### src/rtl/uart_report_pkg.sv
// Shared definitions for the UART report multiplexer.
// Holds the FSM state encoding, the ASCII constants used to build each
// report frame, and two small helpers (decimal power, nibble to ASCII).
package uart_report_pkg;

    typedef enum logic [1:0] {
        ST_IDLE = 2'd0,
        ST_ARB  = 2'd1,
        ST_CONV = 2'd2,
        ST_SEND = 2'd3
    } state_e;

    localparam logic [7:0] ASC_C     = 8'h43;  // 'C'
    localparam logic [7:0] ASC_COLON = 8'h3A;  // ':'
    localparam logic [7:0] ASC_DOT   = 8'h2E;  // '.'
    localparam logic [7:0] ASC_STAR  = 8'h2A;  // '*'
    localparam logic [7:0] ASC_CR    = 8'h0D;
    localparam logic [7:0] ASC_LF    = 8'h0A;
    localparam logic [7:0] ASC_0     = 8'h30;  // '0'
    localparam logic [7:0] ASC_A     = 8'h41;  // 'A'

    // 10^n, used to find the largest printable decimal value.
    function automatic int pow10(input int n);
        int r;
        r = 1;
        for (int k = 0; k < n; k++) r = r * 10;
        return r;
    endfunction

    // One digit (decimal or hex) to its printable character.
    function automatic logic [7:0] nib_ascii(input logic [3:0] d);
        if (d < 4'd10) return ASC_0 + {4'b0000, d};
        else           return ASC_A + {4'b0000, d} - 8'd10;
    endfunction

endpackage

### src/rtl/uart_report_mux_bin2bcd.sv
// bin2bcd_seq: sequential shift-add-3 binary to BCD converter.
// Ports:
//   clk, rst_n : clock, synchronous active-low reset
//   start      : loads bin and begins a conversion of exactly VAL_W shifts
//   bin        : binary input, sampled when start is high
//   bcd        : DIGITS packed BCD digits, most significant digit on top;
//                stays stable after done until the next start
//   done       : one-cycle pulse on the cycle after the final shift
// Digits above DIGITS are dropped; the lower digits remain correct because
// the add-3 corrections only ever carry upward.
module bin2bcd_seq #(
    parameter int VAL_W  = 13,
    parameter int DIGITS = 4
) (
    input  logic                  clk,
    input  logic                  rst_n,
    input  logic                  start,
    input  logic [VAL_W-1:0]      bin,
    output logic [4*DIGITS-1:0]   bcd,
    output logic                  done
);

    localparam int CNT_W = $clog2(VAL_W + 1);

    logic [VAL_W-1:0]    sh_q,  sh_d;
    logic [4*DIGITS-1:0] bcd_q, bcd_d, adj;
    logic [CNT_W-1:0]    cnt_q, cnt_d;
    logic                done_q, done_d;

    always_comb begin
        adj = bcd_q;
        for (int k = 0; k < DIGITS; k++) begin
            if (bcd_q[4*k +: 4] >= 4'd5) adj[4*k +: 4] = bcd_q[4*k +: 4] + 4'd3;
        end
        sh_d   = sh_q;
        bcd_d  = bcd_q;
        cnt_d  = cnt_q;
        done_d = 1'b0;
        if (start) begin
            sh_d  = bin;
            bcd_d = '0;
            cnt_d = CNT_W'(VAL_W);
        end else if (cnt_q != '0) begin
            bcd_d  = {adj[4*DIGITS-2:0], sh_q[VAL_W-1]};
            sh_d   = sh_q << 1;
            cnt_d  = cnt_q - CNT_W'(1);
            done_d = (cnt_q == CNT_W'(1));
        end
    end

    always_ff @(posedge clk) begin
        if (!rst_n) begin
            sh_q   <= '0;
            bcd_q  <= '0;
            cnt_q  <= '0;
            done_q <= 1'b0;
        end else begin
            sh_q   <= sh_d;
            bcd_q  <= bcd_d;
            cnt_q  <= cnt_d;
            done_q <= done_d;
        end
    end

    assign bcd  = bcd_q;
    assign done = done_q;

endmodule

### src/rtl/uart_report_mux.sv
// uart_report_mux: latches per-channel measurement samples and prints each
// one as an ASCII frame "C<n>:<digits>\r\n" on a uart_tx byte interface.
// Ports:
//   clk, rst_n          : clock, synchronous active-low reset
//   ch_valid[NUM_CH]    : one-cycle sample strobe per channel
//   ch_value            : packed samples, channel i at [i*VAL_W +: VAL_W]
//   hex_mode            : print hex digits instead of decimal (sampled at grant)
//   tx_data / tx_data_valid / tx_data_ready : byte output handshake
//   overrun[NUM_CH]     : sticky, a pending sample was overwritten
//   busy                : FSM not in IDLE
//   dbg_state           : current FSM state
//   dbg_pending         : per-channel pending bits
// Handshake: tx_data_valid/tx_data hold steady until tx_data_ready is seen
// high at a rising edge; that edge transfers the byte, and the next byte of
// the frame is presented on the following cycle without a gap.
module uart_report_mux
    import uart_report_pkg::*;
#(
    parameter int NUM_CH = 2,
    parameter int VAL_W  = 13,
    parameter int DIGITS = 4,
    parameter int DP_POS = 3
) (
    input  logic                    clk,
    input  logic                    rst_n,
    input  logic [NUM_CH-1:0]       ch_valid,
    input  logic [NUM_CH*VAL_W-1:0] ch_value,
    input  logic                    hex_mode,
    output logic [7:0]              tx_data,
    output logic                    tx_data_valid,
    input  logic                    tx_data_ready,
    output logic [NUM_CH-1:0]       overrun,
    output logic                    busy,
    output state_e                  dbg_state,
    output logic [NUM_CH-1:0]       dbg_pending
);

    localparam int CH_W      = (NUM_CH > 1) ? $clog2(NUM_CH) : 1;
    localparam int FRAME_LEN = 5 + DIGITS + ((DP_POS > 0) ? 1 : 0);
    localparam int IDX_W     = $clog2(FRAME_LEN);
    localparam int MAX_DEC   = pow10(DIGITS) - 1;

    state_e               state_q, state_d;
    logic [IDX_W-1:0]     idx_q, idx_d;
    logic [7:0]           data_q, data_d;
    logic                 valid_q, valid_d;
    logic [CH_W-1:0]      ptr_q, ch_q, grant;
    logic                 hex_q, star_q;
    logic [VAL_W-1:0]     work_q, hold_sel;
    logic                 grant_en;
    logic [NUM_CH-1:0]    pending_w, overrun_w;
    logic [VAL_W-1:0]     hold_w [NUM_CH];
    logic [4*DIGITS-1:0]  bcd_w, digits_w;
    logic                 conv_done;

    // Per-channel hold register, pending and sticky overrun. A strobe wins
    // over the grant clear, so a sample arriving in the grant cycle stays
    // pending; it is not an overrun because the old value was already taken.
    for (genvar i = 0; i < NUM_CH; i++) begin : g_ch
        logic [VAL_W-1:0] hold_q;
        logic             pend_q, ovr_q, clr;

        assign clr = grant_en && (grant == CH_W'(i));

        always_ff @(posedge clk) begin
            if (!rst_n) begin
                hold_q <= '0;
                pend_q <= 1'b0;
                ovr_q  <= 1'b0;
            end else if (ch_valid[i]) begin
                hold_q <= ch_value[i*VAL_W +: VAL_W];
                pend_q <= 1'b1;
                if (pend_q && !clr) ovr_q <= 1'b1;
            end else if (clr) begin
                pend_q <= 1'b0;
            end
        end

        assign hold_w[i]    = hold_q;
        assign pending_w[i] = pend_q;
        assign overrun_w[i] = ovr_q;
    end

    // Round-robin pick: first pending channel at or after ptr_q.
    always_comb begin
        grant = '0;
        for (int k = NUM_CH - 1; k >= 0; k--) begin
            if (pending_w[(int'(ptr_q) + k) % NUM_CH]) grant = CH_W'((int'(ptr_q) + k) % NUM_CH);
        end
    end

    assign hold_sel = hold_w[grant];

    bin2bcd_seq #(
        .VAL_W  (VAL_W),
        .DIGITS (DIGITS)
    ) u_conv (
        .clk   (clk),
        .rst_n (rst_n),
        .start (grant_en),
        .bin   (hold_sel),
        .bcd   (bcd_w),
        .done  (conv_done)
    );

    // Hex mode prints the low 4*DIGITS bits of the working value directly.
    assign digits_w = hex_q ? (4*DIGITS)'(work_q) : bcd_w;

    function automatic logic [7:0] frame_byte(input int idx, input logic [CH_W-1:0] ch,
                                              input logic [4*DIGITS-1:0] digs, input logic star);
        int         p;
        int         dn;
        logic [3:0] nib;
        p   = idx - 3;
        dn  = 0;
        nib = '0;
        frame_byte = ASC_LF;
        if (idx == 0)                                   frame_byte = ASC_C;
        else if (idx == 1)                              frame_byte = 8'(int'(ASC_0) + int'(ch));
        else if (idx == 2)                              frame_byte = ASC_COLON;
        else if (idx == FRAME_LEN - 2)                  frame_byte = ASC_CR;
        else if (idx == FRAME_LEN - 1)                  frame_byte = ASC_LF;
        else if (DP_POS > 0 && p == DIGITS - DP_POS)    frame_byte = ASC_DOT;
        else if (star)                                  frame_byte = ASC_STAR;
        else begin
            // Digits after the point sit one byte further along the frame.
            dn  = (DP_POS > 0 && p > DIGITS - DP_POS) ? p - 1 : p;
            nib = digs[4*(DIGITS-1-dn) +: 4];
            frame_byte = nib_ascii(nib);
        end
    endfunction

    always_comb begin
        state_d  = state_q;
        idx_d    = idx_q;
        data_d   = data_q;
        valid_d  = valid_q;
        grant_en = 1'b0;
        case (state_q)
            ST_IDLE: if (|pending_w) state_d = ST_ARB;
            ST_ARB: begin
                if (|pending_w) begin
                    grant_en = 1'b1;
                    state_d  = ST_CONV;
                end else begin
                    state_d  = ST_IDLE;
                end
            end
            ST_CONV: begin
                if (conv_done) begin
                    state_d = ST_SEND;
                    idx_d   = '0;
                    data_d  = frame_byte(0, ch_q, digits_w, star_q);
                    valid_d = 1'b1;
                end
            end
            ST_SEND: begin
                if (tx_data_ready) begin
                    if (int'(idx_q) == FRAME_LEN - 1) begin
                        valid_d = 1'b0;
                        idx_d   = '0;
                        state_d = (|pending_w) ? ST_ARB : ST_IDLE;
                    end else begin
                        idx_d  = idx_q + IDX_W'(1);
                        data_d = frame_byte(int'(idx_q) + 1, ch_q, digits_w, star_q);
                    end
                end
            end
            default: state_d = ST_IDLE;
        endcase
    end

    always_ff @(posedge clk) begin
        if (!rst_n) begin
            state_q <= ST_IDLE;
            idx_q   <= '0;
            data_q  <= '0;
            valid_q <= 1'b0;
            ptr_q   <= '0;
            ch_q    <= '0;
            hex_q   <= 1'b0;
            star_q  <= 1'b0;
            work_q  <= '0;
        end else begin
            state_q <= state_d;
            idx_q   <= idx_d;
            data_q  <= data_d;
            valid_q <= valid_d;
            if (grant_en) begin
                ptr_q  <= CH_W'((int'(grant) + 1) % NUM_CH);
                ch_q   <= grant;
                hex_q  <= hex_mode;
                work_q <= hold_sel;
                // Out-of-range only matters for decimal; hex simply truncates.
                star_q <= !hex_mode && (64'(hold_sel) > 64'(MAX_DEC));
            end
        end
    end

    assign tx_data       = data_q;
    assign tx_data_valid = valid_q;
    assign overrun       = overrun_w;
    assign busy          = (state_q != ST_IDLE);
    assign dbg_state     = state_q;
    assign dbg_pending   = pending_w;

endmodule

### config.mk
export PLATFORM = sky130hd
export DESIGN_NAME = uart_report_mux
export DESIGN_NICKNAME = d
export VERILOG_FILES = /design/src/rtl/uart_report_pkg.sv /design/src/rtl/uart_report_mux_bin2bcd.sv /design/src/rtl/uart_report_mux.sv
export SDC_FILE = /design/constraint.sdc
export NUM_CORES = 1
export LEC_CHECK = 0
export ABC_AREA = 1
export BUFFER_PORTS_ARGS = -buffer_cell sky130_fd_sc_hd__buf_2
export CORE_MARGIN = 10
export CORE_UTILIZATION = 45
export DETAILED_ROUTE_END_ITERATION = 10
export SYNTH_ARGS = -nofsm -noshare
export SYNTH_HDL_FRONTEND = slang
export SYNTH_HIERARCHICAL = 1
export SYNTH_SLANG_ARGS = --single-unit
### constraint.sdc
create_clock -name clk -period 3.1 [get_ports clk]
set_input_delay 0.775 -clock clk [delete_from_list [all_inputs] [get_ports clk]]
set_output_delay 0.775 -clock clk [all_outputs]
set_load 0.02 [all_outputs]
# After elaboration in Yosys (flattened, before gate mapping)
# Index checks and enable logic that the tools add are counted.
dict set report classes {
  n_addsub 16
  order_cmp 9
  n_eq_ne 15
  n_shift 1
  mux 52
  n_bitwise 5
  n_reduce_logical 23
}
# cell count
set op_table {}
lappend op_table {{two-way mux 8 bit} 10}
lappend op_table {{two-way mux 13 bit} 5}
lappend op_table {{logical NOT 32 bit} 1}
lappend op_table {{two-way mux 4 bit} 8}
lappend op_table {{variable part select 16 x 32 -> 4 bit} 1}
lappend op_table {{two-way mux 30 bit} 1}
lappend op_table {{subtractor 3 x 30 -> 30 bit (first input constant)} 1}
lappend op_table {{two-way mux 1 bit} 17}
lappend op_table {{>= comparator 4 x 3 -> 1 bit (second input constant)} 4}
lappend op_table {{two-way mux 16 bit} 1}
lappend op_table {{one-hot mux 8 bit (2 select lines)} 1}
lappend op_table {{adder 4 x 2 -> 4 bit (second input constant)} 3}
lappend op_table {{AND reduction 4 bit} 3}
lappend op_table {{equality test 5 x 4 -> 1 bit (second input constant)} 2}
lappend op_table {{two-way mux 2 bit} 5}
lappend op_table {{nonzero test 2 bit} 5}
lappend op_table {{adder 7 x 4 -> 8 bit (first input constant)} 1}
lappend op_table {{inequality test 2 bit (second input constant)} 4}
lappend op_table {{one-hot mux 2 bit (4 select lines)} 1}
lappend op_table {{one-hot mux 4 bit (2 select lines)} 1}
lappend op_table {{subtractor 8 x 4 -> 8 bit (second input constant)} 1}
lappend op_table {{adder 6 x 1 -> 7 bit (first input constant)} 1}
lappend op_table {{adder 6 x 4 -> 7 bit (first input constant)} 1}
lappend op_table {{subtractor 6 x 2 -> 7 bit (second input constant)} 1}
lappend op_table {{other kinds (32)} 42}
dict set report totals {
  ff_bits 95
  in_bits 32
  out_inout_bits 16
  wordCells 140
}

# Logic depth before layout (Yosys ltp)
dict set report depth {
  ltp_word 18
  mapped_depth 23
  depth_no_buf 22
}

# Hierarchy
# Netlist, hierarchy kept.
# mod n_inst cells_each area_each_um2 seq_area_each_um2
set modules_own_cells {}
lappend modules_own_cells {uart_report_mux 1 523 3387.0 1201.2}
lappend modules_own_cells {bin2bcd_seq 1 252 1762.9 680.7}

# Least setup slack after synthesis
# Ideal clock, no wire load.
dict set report synth_path {
  path_kind {flip-flop to flip-flop}
  start {register idx_q[0]}
  end {register data_q[2], in the netlist tx_data[2]}
  arrival_ns 2.282
  path_slack_ns 0.688
  stages_incl_launch_ff 23
  path_buffers 1
  period_less_slack_ns 2.412
  path_cell_list {dfxtp_1 -> buf_4 -> inv_2 -> ha_1 -> nand2_1 -> nand2_1 -> nand2_2 -> nand2_2 -> nand2_1 -> nand3_2 -> nand2_4 -> nand2_1 -> a21oi_2 -> inv_2 -> ha_1 -> nand2_1 -> inv_1 -> nand2_1 -> nand3_1 -> nand2_1 -> nand2_1 -> nand2_1 -> a21oi_2}
}
dict set report synth_via {
  elab_chain_len 18
  elab_cells_between_ends 30
}
# item line
set synth_rtl {}
lappend synth_rtl {{from (decl)} uart_report_mux.sv:44} ;# logic [IDX_W-1:0] idx_q, idx_d;
lappend synth_rtl {{from (signal assigned)} uart_report_mux.sv:186} ;# idx_q <= idx_d;
lappend synth_rtl {{adder 4 x 1 -> 5 bit} uart_report_mux.sv:165} ;# data_d = frame_byte(int'(idx_q) + 1, ch_q, digits_w, star_q);
lappend synth_rtl {{subtractor 5 x 2 -> 6 bit} uart_report_mux.sv:114} ;# p = idx - 3;
lappend synth_rtl {{subtractor 6 x 2 -> 7 bit / > comparator 6 x 2 -> 1 bit (equally long branches)} uart_report_mux.sv:127} ;# dn = (DP_POS > 0 && p > DIGITS - DP_POS) ? p - 1 : p;
lappend synth_rtl {{two-way mux 30 bit} uart_report_mux.sv:127}
lappend synth_rtl {{subtractor 3 x 30 -> 30 bit} uart_report_mux.sv:128} ;# nib = digs[4*(DIGITS-1-dn) +: 4];
lappend synth_rtl {{variable part select 16 x 32 -> 4 bit} uart_report_mux.sv:128}
lappend synth_rtl {{adder 7 x 4 -> 8 bit} uart_report_pkg.sv:33} ;# else return ASC_A + {4'b0000, d} - 8'd10;
lappend synth_rtl {{subtractor 8 x 4 -> 8 bit} uart_report_pkg.sv:33}
lappend synth_rtl {{(+2 left out)} --}
lappend synth_rtl {{two-way mux 8 bit} uart_report_mux.sv:122} ;# else if (idx == FRAME_LEN - 1) frame_byte = ASC_LF;
lappend synth_rtl {{two-way mux 8 bit} uart_report_mux.sv:121} ;# else if (idx == FRAME_LEN - 2) frame_byte = ASC_CR;
lappend synth_rtl {{two-way mux 8 bit} uart_report_mux.sv:120} ;# else if (idx == 2) frame_byte = ASC_COLON;
lappend synth_rtl {{two-way mux 8 bit} uart_report_mux.sv:119} ;# else if (idx == 1) frame_byte = 8'(int'(ASC_0) + int'(ch));
lappend synth_rtl {{two-way mux 8 bit} uart_report_mux.sv:118} ;# if (idx == 0) frame_byte = ASC_C;
lappend synth_rtl {{two-way mux 8 bit} uart_report_mux.sv:159} ;# if (int'(idx_q) == FRAME_LEN - 1) begin
lappend synth_rtl {{two-way mux 8 bit} uart_report_mux.sv:158} ;# if (tx_data_ready) begin
lappend synth_rtl {{one-hot mux 8 bit (2 select lines)} uart_report_mux.sv:139} ;# case (state_q)
lappend synth_rtl {{to (signal assigned)} uart_report_mux.sv:187} ;# data_q <= data_d;
lappend synth_rtl {{to (decl)} uart_report_mux.sv:45} ;# logic [7:0] data_q, data_d;
# Several ways; a longest one is shown, not always the timed one. The select of a mux whose other input is x is not followed.
# A chain may end at the register's enable or synchronous reset.

# Final worst setup path
dict set report layout_path {
  start {register idx_q[1]}
  end {register data_q[2], in the netlist tx_data[2]}
}
# Same word-level chain as after synthesis.

==> impl_results.md <==
* Status: finished clean
* Ant diodes at 0
* Hold Crit Start: tx_data[3]
* Max VDD drop at 341 µV
* Number of synthesized flops with an enable pin at 0
* Slew HR at 58.7%
* Reg2reg start: idx_q[1]
* TritonCTS clock tree: built
* Clock Power Share at 26.8%
* Worst hold slack at 0.465 ns
* Worst slew pin tran at 0.619 ns
* Reg clk slew, reported paths at 0.07 ns
* Initial Utilization at 45.5%
* Hold Path Class: reg -> reg
* Vias at 4832
* CTS root buffer: clkbuf_16
* Unrepaired setup endpoints after global routing: false
* Synth area leaders: dfxtp_1 (37%), nand2_1 (14%), nor2_1 (9.0%)
* Tcrit/Tclk final at 85.3%
* # rows at 39
* Die ar. at 16100 µm²
* Combinational Power Share at 32.1%
* Kind of critical path: reg -> reg
* Sequential cell fraction of total power at 41.1%
* Initial antenna violation count at 0
* Worst-case clock buffer depth at 2
* Seq/Total Area, Yosys at 36.5%
* Clock sinks at 94
* Net count after synthesis at 823
* Tmin final at 2.65 ns
* Fmax at 0.378 GHz
* Async SR Flop Fraction at 0%
* CTS Buf Count at 9
* Setup TNS at 0 ns
* Endpoint type of the worst setup path: flip-flop
* Layout cells sized above 1 at 14.3%
* CORE AREA at 11300 µm²
* Synth top cells by count: nand2_1 (186), nor2_1 (123), dfxtp_1 (94)
* R2R setup slack at 0.45 ns
* Worst R2R Path Depth at 19
* Gpl congestion at 0.850
* Vias in the first global route at 4700
* Final nets at 853
* Fill cells at 1179
* Critical Path AT at 2.88 ns
* DR WL/cell at 13.3 µm
* Final hold vios at 0
* All-Layer GR Usage at 15.8%
* Routed wire length at 12700 µm
* Worst EP required at 3.34 ns
* Yosys top cell area share at 36.5%
* Maxcap violations at 0
* Switch share at 38.6%
* Crit path max fanout at 8
* Post-synth top area cell: dfxtp_1
* Largest net degree at the start of global routing at 45
* Buffers on Ports at 46
* Placed wire-length estimate at 9460 µm
* Startpoint types: flip-flop
* Clock Skew at 0.00580 ns
* Worst-Skew Late Latency at 0.35 ns
* Layout Area Growth over Synthesis at 10.3%
* # DRC at 0
* Int Pwr at 2340 µW
* Chip Height at 127 µm
* Total setup buffers inserted after CTS at 0
* Top_reg_cell synth: dfxtp_1
* Final Slew Violations at 0
* Global route overflow at 0
* Avg Synthesized Cell Area at 6.65 µm²
* #FFs+latches synth at 94
* Post-Syn Area at 5150 µm²
* Post-DRT Antenna Nets at 0
* Setup violators final at 0
* Reported net switching power at 1470 µW
* Hold endpoint: tx_data[3]
* Crit Reg-Reg Endpoint: tx_data[2]
* Pwr/cell area at 672 nW/µm²
* Yosys warns at 6
* Hold path depth at 2
* Leak Pwr at 0.00262 µW
* Post-synthesis cell count at 775
* Detailed-route vias per instance at 5.08
* Die W at 127 µm
* Most common cell in the netlist: nand2_1
* Global-route wire length before repair at 21700 µm
* Layout Utilization at 50.2%
* Initial DRC Count at 346
* I/O Pins at 48
* Distinct cell type count after synthesis at 41
* First drt pass iteration count at 5
* # H-tree levels at 3
## critical path, cell delays in order (launching register included)
cell and delay (ns):
dfxtp_1 0.50, inv_1 0.11, ha_1 0.24, nor2_1 0.22, nand3_1 0.11, nor2_1 0.20
nand3_2 0.12, nand2_4 0.11, nand2_1 0.07, a21oi_2 0.15, inv_2 0.05, ha_1 0.18
nand2_1 0.10, inv_1 0.06, nand2_1 0.06, nand3_1 0.06, nand2_1 0.06, nand2_1 0.05
nand2_1 0.07, a21oi_2 0.05
## per-layer routing
metal	GRT usage, %	up-vias	wire length, µm
li1	-	2527	-
met1	20.1	2187	6110
met2	25.1	97	5780
met3	3.56	21	548
met4	6.90	0	238
met5	0	-	0
## layout by cell type, fill, tap and decap left out, types with 4 or more instances in the layout
cell type	count
a31oi_1	14
nand2_1	186
nor3_1	5
nand2_4	4
buf_4	5
nand3_1	38
nor2_1	123
clkbuf_16	9
a22oi_1	4
nand3_2	7
buf_2	46
o211ai_1	4
a21oi_1	35
o21ai_1	4
nand2_2	16
ha_1	16
dfxtp_1	93
inv_1	79
inv_2	5
o21ai_0	71
a21oi_2	5
## logic make-up after synthesis
| group | Yosys count | share of synthesized area, % |
|---|---|---|
| AND/OR/NAND/NOR | 394 | 33.0 |
| buffers and inverters | 121 | 10.2 |
| flip-flops | 94 | 36.5 |
| adder cells (fa/ha/maj) | 16 | 3.89 |
| other | 1 | 0.0728 |
| AO/OA/AOI/OAI | 149 | 16.3 |
## worst max path at each step
stage / from / end / slack [ns]
2_1_floorplan: idx_q[0] / tx_data[2] / 0.69
3_3_place_gp: idx_q[0] / tx_data[2] / 0.44
3_5_place_dp: idx_q[0] / tx_data[2] / 0.32
4_1_cts: idx_q[0] / tx_data[2] / 0.30
5_1_grt: idx_q[1] / tx_data[2] / 0.13
6_report: idx_q[1] / tx_data[2] / 0.45
## power by group through the flow
stage | Clock, µW | Sequential, µW | Combinational, µW
global placement | 0 | 1590 | 1190
finish | 1020 | 1570 | 1220
global route | 1090 | 1600 | 1420
floorplan | 0 | 1550 | 1030
detailed placement | 0 | 1600 | 1220
CTS | 1050 | 1570 | 1230
## metrics by stage
step           total power (µW)  cell area (µm²)  setup slack [ns]  instances
3_5_place_dp               2820             5410             0.321        937
3_3_place_gp               2780             5410             0.443        937
4_1_cts                    3850             5680             0.305        952
6_report                   3820             5680             0.455        952
5_1_grt                    4110             5680             0.125        952
2_1_floorplan              2590             5150             0.688        775
## area by class of cell
class,instances,area [µm²],area share [%]
Clock inverter,5,36.3,0.639
Timing Repair Buffer,51,268,4.71
Sequential cell,94,1880,33.1
Multi-Input combinational cell,560,2750,48.3
Clock buffer,10,229,4.03
Inverter,89,339,5.97
Tap cell,143,179,3.15
## state kept, by name (all words and copies together) (netlist names), 2 cells and up, named ones only
name,flops
u_conv/bcd,16
work_q,13
idx_q,4
g_ch.hold_q,26
u_conv/sh_q,13
u_conv/cnt_q,4
tx_data,7
g_ch.pend_q,2
g_ch.ovr_q,2
## repair_timing
item / 4_1_cts / 5_1_grt
hold buffers: 0 / 0
endpoints found under the setup margin: 0 / 1
gates resized for setup: 0 / 1
Power figures use the tool's default switching activity.
